==> config.mk <==
export PLATFORM = sky130hd
export DESIGN_NAME = fetch_ctrl
export DESIGN_NICKNAME = d
export VERILOG_FILES = /design/src/rtl/fetch_ctrl_pkg.sv /design/src/rtl/fetch_ctrl_queue.sv /design/src/rtl/fetch_ctrl.sv
export SDC_FILE = /design/constraint.sdc
export NUM_CORES = 1
export LEC_CHECK = 0
export BUFFER_PORTS_ARGS = -buffer_cell sky130_fd_sc_hd__buf_2
export CAP_MARGIN = 10
export CORE_MARGIN = 5
export CORE_UTILIZATION = 61
export DETAILED_ROUTE_END_ITERATION = 12
export PLACE_DENSITY = 0.89
export SLEW_MARGIN = 30
export SYNTH_ARGS = -nofsm -noshare
export SYNTH_HDL_FRONTEND = slang
export SYNTH_SLANG_ARGS = --single-unit
==> constraint.sdc <==
create_clock -name clk -period 8.63 [get_ports clk]
set_input_delay 0.863 -clock clk [delete_from_list [all_inputs] [get_ports clk]]
set_output_delay 0.863 -clock clk [all_outputs]
set_load 0.03 [all_outputs]
==> src/rtl/fetch_ctrl_pkg.sv <==
// Shared types and constants for the instruction-fetch sequencer.
// Optional build macro: FETCH_PERFCNT_EN (address-wait performance counter).
package fetch_ctrl_pkg;

  localparam logic [4:0]  EXC_ADEL     = 5'h04;
  localparam logic [31:0] RESET_PC_DEF = 32'hbfc00000;

  // One in-flight fetch: pc[34:3], cancel[2], exc[1], data_got[0]
  typedef struct packed {
    logic [31:0] pc;
    logic        cancel;
    logic        exc;
    logic        data_got;
  } fq_ent_t;

  function automatic fq_ent_t fq_make(input logic [31:0] pc, input logic cancel,
                                      input logic exc);
    fq_ent_t e;
    e.pc       = pc;
    e.cancel   = cancel;
    e.exc      = exc;
    e.data_got = exc;   // a faulting fetch never sees a bus response
    return e;
  endfunction

endpackage

==> src/rtl/fetch_ctrl_queue.sv <==
// fetch_queue: DEPTH-entry circular buffer of in-flight fetches with
// flash-cancel and in-order response (data_got) tracking.
module fetch_queue
  import fetch_ctrl_pkg::*;
#(
  parameter int DEPTH = 2
) (
  input  logic        clk,
  input  logic        rst,
  input  logic        push_i,
  input  fq_ent_t     push_ent_i,
  input  logic        pop_i,
  input  logic        cancel_all_i,
  input  logic        data_ok_i,
  output logic [31:0] head_pc_o,
  output logic        head_cancel_o,
  output logic        head_exc_o,
  output logic        full_o,
  output logic        empty_o
);

  localparam int PW = $clog2(DEPTH);

  logic [PW-1:0]    rd_q, rd_d, wr_q, wr_d;
  logic [PW:0]      cnt_q, cnt_d;
  fq_ent_t          ent_q [DEPTH];
  fq_ent_t          ent_d [DEPTH];
  logic [DEPTH-1:0] live;
  logic             got_hit;
  logic [PW-1:0]    got_idx, scan_idx;

  assign full_o        = (cnt_q == (PW+1)'(DEPTH));
  assign empty_o       = (cnt_q == '0);
  assign head_pc_o     = ent_q[rd_q].pc;
  assign head_cancel_o = ent_q[rd_q].cancel;
  assign head_exc_o    = ent_q[rd_q].exc;

  // Responses are in order: they belong to the oldest entry still waiting.
  always_comb begin
    got_hit  = 1'b0;
    got_idx  = rd_q;
    scan_idx = rd_q;
    for (int k = 0; k < DEPTH; k++) begin
      scan_idx = rd_q + PW'(k);
      if (!got_hit && ((PW+1)'(k) < cnt_q) && !ent_q[scan_idx].data_got) begin
        got_hit = 1'b1;
        got_idx = scan_idx;
      end
    end
  end

  always_comb begin
    for (int i = 0; i < DEPTH; i++) begin
      live[i]  = ({1'b0, PW'(i) - rd_q} < cnt_q);
      ent_d[i] = ent_q[i];
      if (cancel_all_i && live[i]) ent_d[i].cancel = 1'b1;
    end
    if (data_ok_i && got_hit) ent_d[got_idx].data_got = 1'b1;
    if (push_i) ent_d[wr_q] = push_ent_i;
    rd_d  = pop_i  ? rd_q + 1'b1 : rd_q;
    wr_d  = push_i ? wr_q + 1'b1 : wr_q;
    cnt_d = cnt_q + (PW+1)'(push_i) - (PW+1)'(pop_i);
  end

  always_ff @(posedge clk or posedge rst) begin
    if (rst) begin
      rd_q  <= '0;
      wr_q  <= '0;
      cnt_q <= '0;
      for (int i = 0; i < DEPTH; i++) ent_q[i] <= '0;
    end else begin
      rd_q  <= rd_d;
      wr_q  <= wr_d;
      cnt_q <= cnt_d;
      for (int i = 0; i < DEPTH; i++) ent_q[i] <= ent_d[i];
    end
  end

  a_data_ok_owner: assert property (@(posedge clk) disable iff (rst) data_ok_i |-> got_hit);
  a_no_push_full:  assert property (@(posedge clk) disable iff (rst) push_i |-> (!full_o || pop_i));

endmodule

==> src/rtl/fetch_ctrl.sv <==
// Instruction-fetch sequencer: drives the SRAM-like fetch bus, queues
// in-flight PCs and presents the queue head to decode.
// Optional build macro: FETCH_PERFCNT_EN adds perfcnt_addr_wait.
module fetch_ctrl
  import fetch_ctrl_pkg::*;
#(
  parameter logic [31:0] RESET_PC = RESET_PC_DEF,
  parameter int          DEPTH    = 2
) (
  input  logic        clk,
  input  logic        reset,
  output logic        inst_req,
  output logic [31:0] inst_addr,
  input  logic        inst_addr_ok,
  input  logic        inst_data_ok,
  input  logic        redirect_i,
  input  logic [31:0] redirect_pc_i,
  input  logic        done_i,
  input  logic        ready_i,
  output logic        valid_o,
  output logic [31:0] pc_o,
  output logic        cancelled_o,
  output logic        exc_o,
  output logic [4:0]  exccode_o
`ifdef FETCH_PERFCNT_EN
  ,
  output logic [31:0] perfcnt_addr_wait
`endif
);

  logic [31:0] fpc_q, fpc_d, ppc_q, ppc_d;
  logic        pend_q, pend_d, halt_q, halt_d, first_q;
  logic        full, empty, misal, can_fetch, accept, mis_push, push, pop;
  logic [31:0] head_pc;
  logic        head_cancel, head_exc;
  fq_ent_t     push_ent;

  assign misal     = (fpc_q[1:0] != 2'b00);
  assign can_fetch = !full && !halt_q && !first_q;
  assign inst_req  = can_fetch && !misal;
  assign inst_addr = fpc_q;
  assign accept    = inst_req && inst_addr_ok;
  assign mis_push  = can_fetch && misal;
  assign push      = accept || mis_push;

  assign valid_o     = !empty;
  assign pc_o        = valid_o ? head_pc : 32'h0;
  assign cancelled_o = valid_o && head_cancel;
  assign exc_o       = valid_o && head_exc;
  assign exccode_o   = exc_o ? EXC_ADEL : 5'h00;
  assign pop         = valid_o && done_i && ready_i;

  // An accept that completes a redirected request is already stale.
  always_comb begin
    fpc_d    = fpc_q;
    ppc_d    = ppc_q;
    pend_d   = pend_q;
    halt_d   = halt_q;
    push_ent = fq_make(fpc_q, redirect_i || (accept && pend_q), mis_push);
    if (accept) begin
      fpc_d  = pend_q ? ppc_q : fpc_q + 32'd4;
      pend_d = 1'b0;
    end
    if (mis_push) halt_d = 1'b1;
    if (redirect_i) begin
      halt_d = 1'b0;
      if (inst_req && !inst_addr_ok) begin
        // Bus handshake must complete on the old address first.
        pend_d = 1'b1;
        ppc_d  = redirect_pc_i;
      end else begin
        fpc_d  = redirect_pc_i;
        pend_d = 1'b0;
      end
    end
  end

  always_ff @(posedge clk or posedge reset) begin
    if (reset) begin
      fpc_q   <= RESET_PC;
      ppc_q   <= '0;
      pend_q  <= 1'b0;
      halt_q  <= 1'b0;
      first_q <= 1'b1;
    end else begin
      fpc_q   <= fpc_d;
      ppc_q   <= ppc_d;
      pend_q  <= pend_d;
      halt_q  <= halt_d;
      first_q <= 1'b0;
    end
  end

`ifdef FETCH_PERFCNT_EN
  logic [31:0] pc_wait_q;
  always_ff @(posedge clk or posedge reset) begin
    if (reset) pc_wait_q <= '0;
    else if (inst_req && !inst_addr_ok) pc_wait_q <= pc_wait_q + 32'd1;
  end
  assign perfcnt_addr_wait = pc_wait_q;
`endif

  fetch_queue #(.DEPTH(DEPTH)) u_fq (
    .clk          (clk),
    .rst          (reset),
    .push_i       (push),
    .push_ent_i   (push_ent),
    .pop_i        (pop),
    .cancel_all_i (redirect_i),
    .data_ok_i    (inst_data_ok),
    .head_pc_o    (head_pc),
    .head_cancel_o(head_cancel),
    .head_exc_o   (head_exc),
    .full_o       (full),
    .empty_o      (empty)
  );

endmodule
-- Word-level counts from Yosys, hierarchy flattened
Cells that the tools add are included.
- bits of input ports: 39
- output and inout bits: 73
- word-level logic and storage cells: 103
- register bits after elaboration: 141
- muxes and demuxes: 30
- $add $sub $neg: 7
- order comparisons: 10
- bitwise logic cells: 4
- eq/ne operators: 1
- reduce and logical (&&, ||, !) cells: 35
- operators by type and width (operator ; count):
    two-way mux 32 bit ; 5
    bitwise mux 70 bit ; 2
    two-way mux 35 bit ; 4
    two-way mux 70 bit ; 2
    demux 35 bit (select 1 bit) ; 2
    adder 32 x 3 -> 32 bit, second input constant ; 1
    logical AND 1 bit ; 19
    two-way mux 1 bit ; 14
    zero test 1 bit ; 9
    >= comparator 2 bit, second input constant ; 4
    NOT 1 -> 2 bit ; 4
    nonzero test 2 bit ; 3
    < comparator 1 x 2 -> 1 bit ; 2
    < comparator 1 x 2 -> 1 bit, first input constant ; 2
    < comparator 2 x 1 -> 1 bit, second input constant ; 2
    two-way mux 3 bit ; 1
    adder 1 bit, second input constant ; 2
    adder 2 x 1 -> 2 bit ; 1
    == test 2 bit, second input constant ; 1
    zero test 2 bit ; 1
    logical OR 1 bit ; 2
    AND reduction 2 bit ; 1
    subtractor 1 bit, first input constant ; 2
    subtractor 2 x 1 -> 2 bit ; 1

-- Logic depth before layout (Yosys ltp)
Gate-level depths: netlist of run 1.
- depth in word-level cells: 20
- depth in mapped cells: 8

-- Hierarchy
A second synthesis of run 1 with hierarchy kept.
- cell total of the unflattened synthesis: 681
- area total of the unflattened synthesis: 7649.8 sq um
- modules (own cells, without submodules) (module ; seq. area each (sq um) ; times used ; area each (sq um) ; cells an instance):
    fetch_ctrl ; 1689.1 ; 1 ; 4339.2 ; 476
    fetch_queue ; 1801.7 ; 1 ; 3310.7 ; 205

-- Least setup slack after synthesis of run 1
No wires, ideal clock.
- kind: register to output
- from: register u_fq.rd_q
- to: output pc_o[10]
- cell stages (with the launch flop): 5
- path slack: 6.110 ns
- arrival time: 1.657 ns
- cell sequence: dfrtp_1 -> clkbuf_1 -> clkbuf_1 -> mux2i_1 -> nor2_1
- longest elaborated chain between the ends: 5
- ends and longest elaborated chain (item ; line ; source):
    from (decl) ; fetch_ctrl_queue.sv:24 ; logic [PW-1:0] rd_q, rd_d, wr_q, wr_d;
    from (signal assigned) ; fetch_ctrl_queue.sv:72 ; rd_q <= rd_d;
    NOT 1 -> 2 bit (not written as such) ; fetch_ctrl_queue.sv:34 ; assign head_pc_o = ent_q[rd_q].pc;
    two-way mux 35 bit (3 in series) ; n/a ;
    two-way mux 32 bit ; fetch_ctrl.sv:47 ; assign pc_o = valid_o ? head_pc : 32'h0;
    to (decl) ; fetch_ctrl.sv:21 ; output logic [31:0] pc_o,
Every way passes these cells. The select of a mux whose other input is x is not followed.

-- Worst setup path in the final report of run 1
- from: register u_fq.cnt_q[1]
- to: output pc_o[29]
- longest elaborated chain between the ends: 2
- ends and longest elaborated chain (item ; line ; source):
    from (decl) ; fetch_ctrl_queue.sv:25 ; logic [PW:0] cnt_q, cnt_d;
    from (signal assigned) ; fetch_ctrl_queue.sv:74 ; cnt_q <= cnt_d;
    zero test 2 bit ; fetch_ctrl_queue.sv:33 ; assign empty_o = (cnt_q == '0);
    two-way mux 32 bit ; fetch_ctrl.sv:47 ;
Every way passes these cells.

==> reports/qor.txt, run 1 <==
main combinational cell family by area after synthesis -> multiplexers
final setup fails -> 0
final net count -> 783
P_leak -> 3.82 nW
Initial Util -> 61.7%
Max IR drop VDD -> 0.000295 V
DRT Wirelength -> 20700 um
hold crit path type -> reg -> reg
vias per cell -> 6.72
critical path fanouts, max -> 25
vias in the first global route -> 6137
hold_buf cts -> 0
area of the multi-input gates -> 3290 sq um
Root Buffer Master -> clkbuf_16
reg2reg path depth -> 6
R2R Setup Slk -> 5.80 ns
clk buf depth -> 2
multiplexer area fraction after synthesis -> 20.5%
initial antenna violation count -> 2
first-pass GRT wire length -> 32700 um
Tmin final -> 2.89 ns
Slew Limit Headroom -> 36.4%
Crit. End Element -> output port
hold slack final -> 0.499 ns
WP data arrival -> 2.03 ns
Sink Count -> 139
die height -> 117 um
fmax -> 0.346 GHz
pin count of the biggest net entering global routing -> 73
layout cells sized above 1 -> 34.7%
Post-CTS Setup Bufs -> 0
asr flop ratio synth -> 100%
# rows -> 39
Synth Area in Compound Gates -> 11.6%
Buffers on Ports -> 106
TritonCTS buffer count -> 17
Clock Pin Slew Worst Setup and Hold Paths -> 0.06 ns
Critical path origin -> u_fq.cnt_q[1]
most common cell after layout, fill and taps aside -> dfrtp_1
PostCTS Resize Cnt -> 0
Vias -> 6040
sequential area share after synthesis -> 49.7%
Cells after Synth -> 651
worst-skew pair later-pin latency -> 0.43 ns
Synth Flop Type -> dfrtp_1
1st-iter DRT viols -> 862
most frequent cells in the layout -> dfrtp_1, buf_2, mux2_2
H-tree Lvls -> 4
top-level I/O count -> 112
Slew Viols, Final -> 0
reg2reg start -> halt_q
adder-cell area share of the yosys netlist -> 0.535%
gp weighted congestion -> 0.897
type of origin of the critical path -> register
Sum Neg Setup Slack -> 0 ns
Final period util -> 33.5%
synth warn -> 0
pwr/cell area -> 395 nW/um^2
simple-gate share of the synthesized area -> 12.7%
antenna-violating nets left -> 0
Detailed Place HPWL -> 12400 um
die area -> 13800 sq um
filler instances -> 703
Hold Crit Start -> ppc_q[16]
Tightest Pin Transition -> 0.954 ns
Avg WL per Cell -> 23.0 um
GR Overflow Total -> 0
final setup skew -> 0.00910 ns
max_cap viols -> 0
Syn-to-layout area delta -> 18.8%
status -> finished, final reports clean
Netlist Area Pre-Place -> 7020 sq um
DRC Markers -> 0
WS Path Type -> reg -> out
number of synthesized flops with an enable pin -> 0
DIE WIDTH -> 117 um
GR Util All Layers -> 31.1%
Sequential Area -> 3490 sq um
CTS tree -> built
Hold Fails Final Rpt -> 0
hold depth -> 1
Syn Area/Cell -> 10.8 sq um
Yosys cell types -> 60
Core Util, Final -> 73.3%
Core Footprint -> 11400 sq um
RSZ-0062 raised after global routing -> no
WP data required -> 7.77 ns
Pre-antenna DRT Iters -> 8
xor/xnor cell area share of the yosys netlist -> 0.749%
flop and latch count out of synthesis -> 139
-- where the power goes --
part | leakage [nW] | switching (mW) | internal, mW
Combinational | 1.84 | 0.755 | 0.505
Clock | 0.321 | 0.292 | 0.544
Sequential | 1.67 | 0.269 | 0.925
Total | 3.82 | 1.32 | 1.97
-- worst paths after layout --
path | to
max | pc_o[29]
min | ppc_q[16]
max reg2reg | ppc_q[9]
min reg2reg | ppc_q[16]
max in group asynchronous | u_fq.rd_q
min in group asynchronous | u_fq.ent_q[7]
-- per-stage QoR --
step | total power [mW] | instance area (sq um) | worst slack [ns] | std cells
after floorplan | 2.03 | 7040 | 4.06 | 655
after global placement | 2.31 | 7610 | 6.01 | 863
after detailed placement | 2.41 | 7650 | 5.95 | 865
after CTS | 3.28 | 8330 | 5.64 | 897
after global routing | 3.44 | 8340 | 5.64 | 899
final | 3.29 | 8340 | 5.74 | 899
-- area by class of cell --
cell class	count	area share, %
flip-flops and latches	139	41.9
clock inverters	14	2.93
clock buffers	18	5.15
diodes	2	0.0600
repair buffers	117	7.68
well taps	143	2.15
multi-input cells	453	39.5
inverters	13	0.645
-- cell families after synthesis --
kind of cell / count (synthesis)
AOI/OAI and AO/OA: 115
xor gates and xnor gates: 6
adders and majority gates: 3
buffers and inverters: 63
DFF: 139
muxes: 132
other: 1
and+or+nand+nor: 192
-- synthesized netlist by cell type, drive strengths merged, types with 2 or more instances --
cell type	instances	area share [%]
and2	3	0.27
a21o	2	0.21
nor4	7	0.80
a22oi	3	0.32
nand4	7	0.71
nor2b	2	0.18
nand3	19	1.4
nand2	42	2.2
buf	24	2.0
dfstp	10	3.7
a21oi	17	1.2
nand2b	4	0.36
ha	3	0.53
mux2i	36	5.1
o22ai	4	0.36
mux2	96	15
a2111oi	4	0.50
o31a	5	0.62
nor3	14	1.0
o41ai	2	0.36
inv	13	0.70
and3	11	0.98
or2	2	0.18
a2bb2oi	4	0.50
nor2	74	4.0
a311oi	8	1.0
clkbuf	26	1.4
a311o	2	0.29
dfrtp	129	46
a31oi	6	0.53
xnor2	6	0.75
o31ai	8	0.86
a211oi	8	0.86
or3	3	0.27
a221oi	3	0.37
o21ai	27	1.9
-- routing by layer --
metal | share of wire [%] | wire [um] | vias up | global-route usage (%)
li1 | - | - | 2532 | -
met1 | 37 | 7700 | 2944 | 40.3
met2 | 48 | 9920 | 459 | 48.8
met3 | 10 | 2060 | 105 | 7.61
met4 | 4.9 | 1020 | 0 | 16.1
met5 | 0 | 0 | - | 0
-- registers in the layout, summed over array words and instances (netlist names) --
register and cells:
ppc_q 32, u_fq.cnt_q 2, halt_q 1, u_fq.ent_q 68, inst_addr 32, u_fq.wr_q 1, pend_q 1, u_fq.rd_q 1
first_q 1
-- worst max-delay path, cell delays in order (launching register included) --
cell and delay (ns):
dfrtp_1 0.48, nor2_2 0.45, buf_4 0.36, nor2_1 0.11
buf_2 0.19
Power figures use the tool's default switching activity.
==> run 2, diff against run 1 <==
CORE_UTILIZATION = 51   (was 61)
PLACE_DENSITY = 0.8   (was 0.89)
clock period = 2.54 ns   (was 8.63 ns; I/O delays follow)
==> run 2 against run 1 <==
  * Final area up 0.98%
  * Largest power group unchanged
  * Die area grew 18%
  * Critical path depth up 1
  * Clock skew is 0.0022 ns lower
  * First-iteration DRC count down 20%
  * Flip-flop and latch count stayed put
  * Non-clock buffer count up 12
  * Sequential share of layout area decreased by 0.43 points
  * Total power grew to 3.3 times the previous value
  * Via count down 5.4%
==> reports/qor.txt, run 2 (synthesis gave the netlist of run 1 again) <==
Clock Pin Slew Worst Setup and Hold Paths -> 0.06 ns (about the same)
max_cap viols -> 0 (unchanged)
Tightest Pin Transition -> 0.672 ns (was 0.954 ns)
Layout Cells excl Fill -> 941 (was 899)
Core Util, Final -> 63.1% (was 73.3%)
vias in the first global route -> 5709 (was 6137)
pin count of the biggest net entering global routing -> 89 (was 73)
hold slack final -> 0.0525 ns (was 0.499 ns)
Sum Neg Setup Slack -> 0 ns (unchanged)
TritonCTS buffer count -> 17 (unchanged)
die area -> 16200 sq um (was 13800 sq um)
initial antenna violation count -> 0 (was 2)
critical path fanouts, max -> 12 (was 25)
Syn-to-layout area delta -> 19.9% (was 18.8%)
DRT Wirelength -> 18200 um (was 20700 um)
Hold Crit Start -> redirect_pc_i[7] (was ppc_q[16])
vias per cell -> 6.07 (was 6.72)
Hold Fails Final Rpt -> 0 (unchanged)
most frequent cells in the layout -> dfrtp_1, buf_2, mux2_2 (unchanged)
Slew Limit Headroom -> 54.8% (was 36.4%)
first-pass GRT wire length -> 30000 um (was 32700 um)
CTS tree -> built (unchanged)
H-tree Lvls -> 4 (unchanged)
hold path endpoint -> inst_addr[7] (was ppc_q[16])
final instance area -> 8420 sq um (was 8340 sq um)
antenna-violating nets left -> 0 (unchanged)
fmax -> 0.424 GHz
R2R Setup Slk -> 0.18 ns (was 5.80 ns)
reg2reg start -> inst_addr[8] (was halt_q)
Final period util -> 92.9%
hold_buf cts -> 1 (was 0)
DIE WIDTH -> 127 um (was 117 um)
status -> finished, final reports clean (unchanged)
Vias -> 5716 (was 6040)
Crit. End Element -> register (was output port)
worst-skew pair later-pin latency -> 0.42 ns (was 0.43 ns)
Crit Reg-Reg Endpoint -> inst_addr[23] (was ppc_q[9])
gp weighted congestion -> 0.903 (was 0.897)
final setup skew -> 0.00691 ns (was 0.00910 ns)
pwr/cell area -> 1280 nW/um^2 (was 395 nW/um^2)
Cells after DPL -> 909 (was 865)
Max IR drop VDD -> 0.000503 V (was 0.000295 V)
DRC Markers -> 0 (unchanged)
GR Util All Layers -> 23.0% (was 31.1%)
layout cells sized above 1 -> 35.6% (was 34.7%)
final net count -> 795 (was 783)
GR Overflow Total -> 0 (unchanged)
reg2reg path depth -> 5 (was 6)
P_leak -> 3.86 nW (was 3.82 nW)
WP data arrival -> 2.67 ns (was 2.03 ns)
Antenna Cells -> 0 (was 2)
Slew Viols, Final -> 0 (unchanged)
final setup fails -> 0 (unchanged)
Pre-antenna DRT Iters -> 6 (was 8)
Avg WL per Cell -> 19.4 um (was 23.0 um)
most common cell after layout, fill and taps aside -> dfrtp_1 (unchanged)
# rows -> 42 (was 39)
PostCTS Resize Cnt -> 0 (unchanged)
WP data required -> 2.85 ns (was 7.77 ns)
Placed Area -> 7790 sq um (was 7650 sq um)
Root Buffer Master -> clkbuf_16 (unchanged)
top-level I/O count -> 112 (unchanged)
die height -> 127 um (was 117 um)
hold crit path type -> in -> reg (was reg -> reg)
Sink Count -> 139 (unchanged)
type of origin of the critical path -> register (unchanged)
Initial Util -> 52.6% (was 61.7%)
filler instances -> 1020 (was 703)
Top reg by flops -> u_fq.ent_q (unchanged)
WS Path Type -> reg -> reg (was reg -> out)
clk buf depth -> 2 (unchanged)
Largest register FFs -> 68 (unchanged)
Post-CTS Setup Bufs -> 0 (unchanged)
Detailed Place HPWL -> 12400 um (about the same)
RSZ-0062 raised after global routing -> no (unchanged)
Buffers on Ports -> 106 (unchanged)
hold depth -> 3 (was 1)
1st-iter DRT viols -> 692 (was 862)
Core Footprint -> 13300 sq um (was 11400 sq um)
Tmin final -> 2.36 ns
[run 2: cell types whose count changed in the layout (fill, tap and decap cells not counted), sizes merged]
cell / delta
buf: +11
bufinv: -2
clkbuf: +2
diode: -2
inv: -2
clkinvlp: +1
dlygate4sd3: +1
[run 2: per-stage QoR]
step / setup slack, ns / total power [mW]
detailed placement: 0.282 / 8.16
CTS: 0.247 / 10.8
global route: 0.0333 / 11.3
global placement: 0.399 / 7.94
floorplan: 0.428 / 6.91
finish: 0.180 / 10.8
[run 2: metal layers]
layer	routed length (um)	track usage [%]
met3	1420	4.59
met4	477	9.15
met1	7680	31.5
met2	8660	36.3
met5	0	0
[run 2: worst max path at each step]
stage                            start             to  slack (ns)  cells after the start
final                     inst_addr[8]  inst_addr[23]        0.18                      5
after global routing      inst_addr[8]  inst_addr[23]        0.03                      5
after CTS                 inst_addr[8]  inst_addr[23]        0.25                      5
after detailed placement        halt_q  inst_addr[23]        0.28                      4
after global placement          halt_q  inst_addr[24]        0.40                      5
after floorplan           inst_addr[2]  inst_addr[30]        0.43                      6
[run 2: layout make-up]
class | instances | area (sq um) | area share (%)
flip-flops and latches | 139 | 3490 | 41.5
multi-input cells | 453 | 3290 | 39.1
repair buffers | 129 | 743 | 8.83
clock buffers | 20 | 447 | 5.31
well taps | 176 | 220 | 2.62
clock inverters | 11 | 171 | 2.04
inverters | 13 | 52.6 | 0.624
[run 2: report_power, final]
part | switching, mW | internal (mW) | leakage [nW]
clock network | 0.928 | 1.66 | 0.296
registers | 0.686 | 3.14 | 1.67
logic | 2.59 | 1.74 | 1.89
total | 4.21 | 6.55 | 3.86
[run 2: worst max-delay path, cell delays in order, from the launching register on]
cell and delay (ns):
dfrtp_1 0.56, and4_1 0.36, nand4_1 0.23, nor3_1 0.59, a2111oi_0 0.23, a311oi_1 0.28
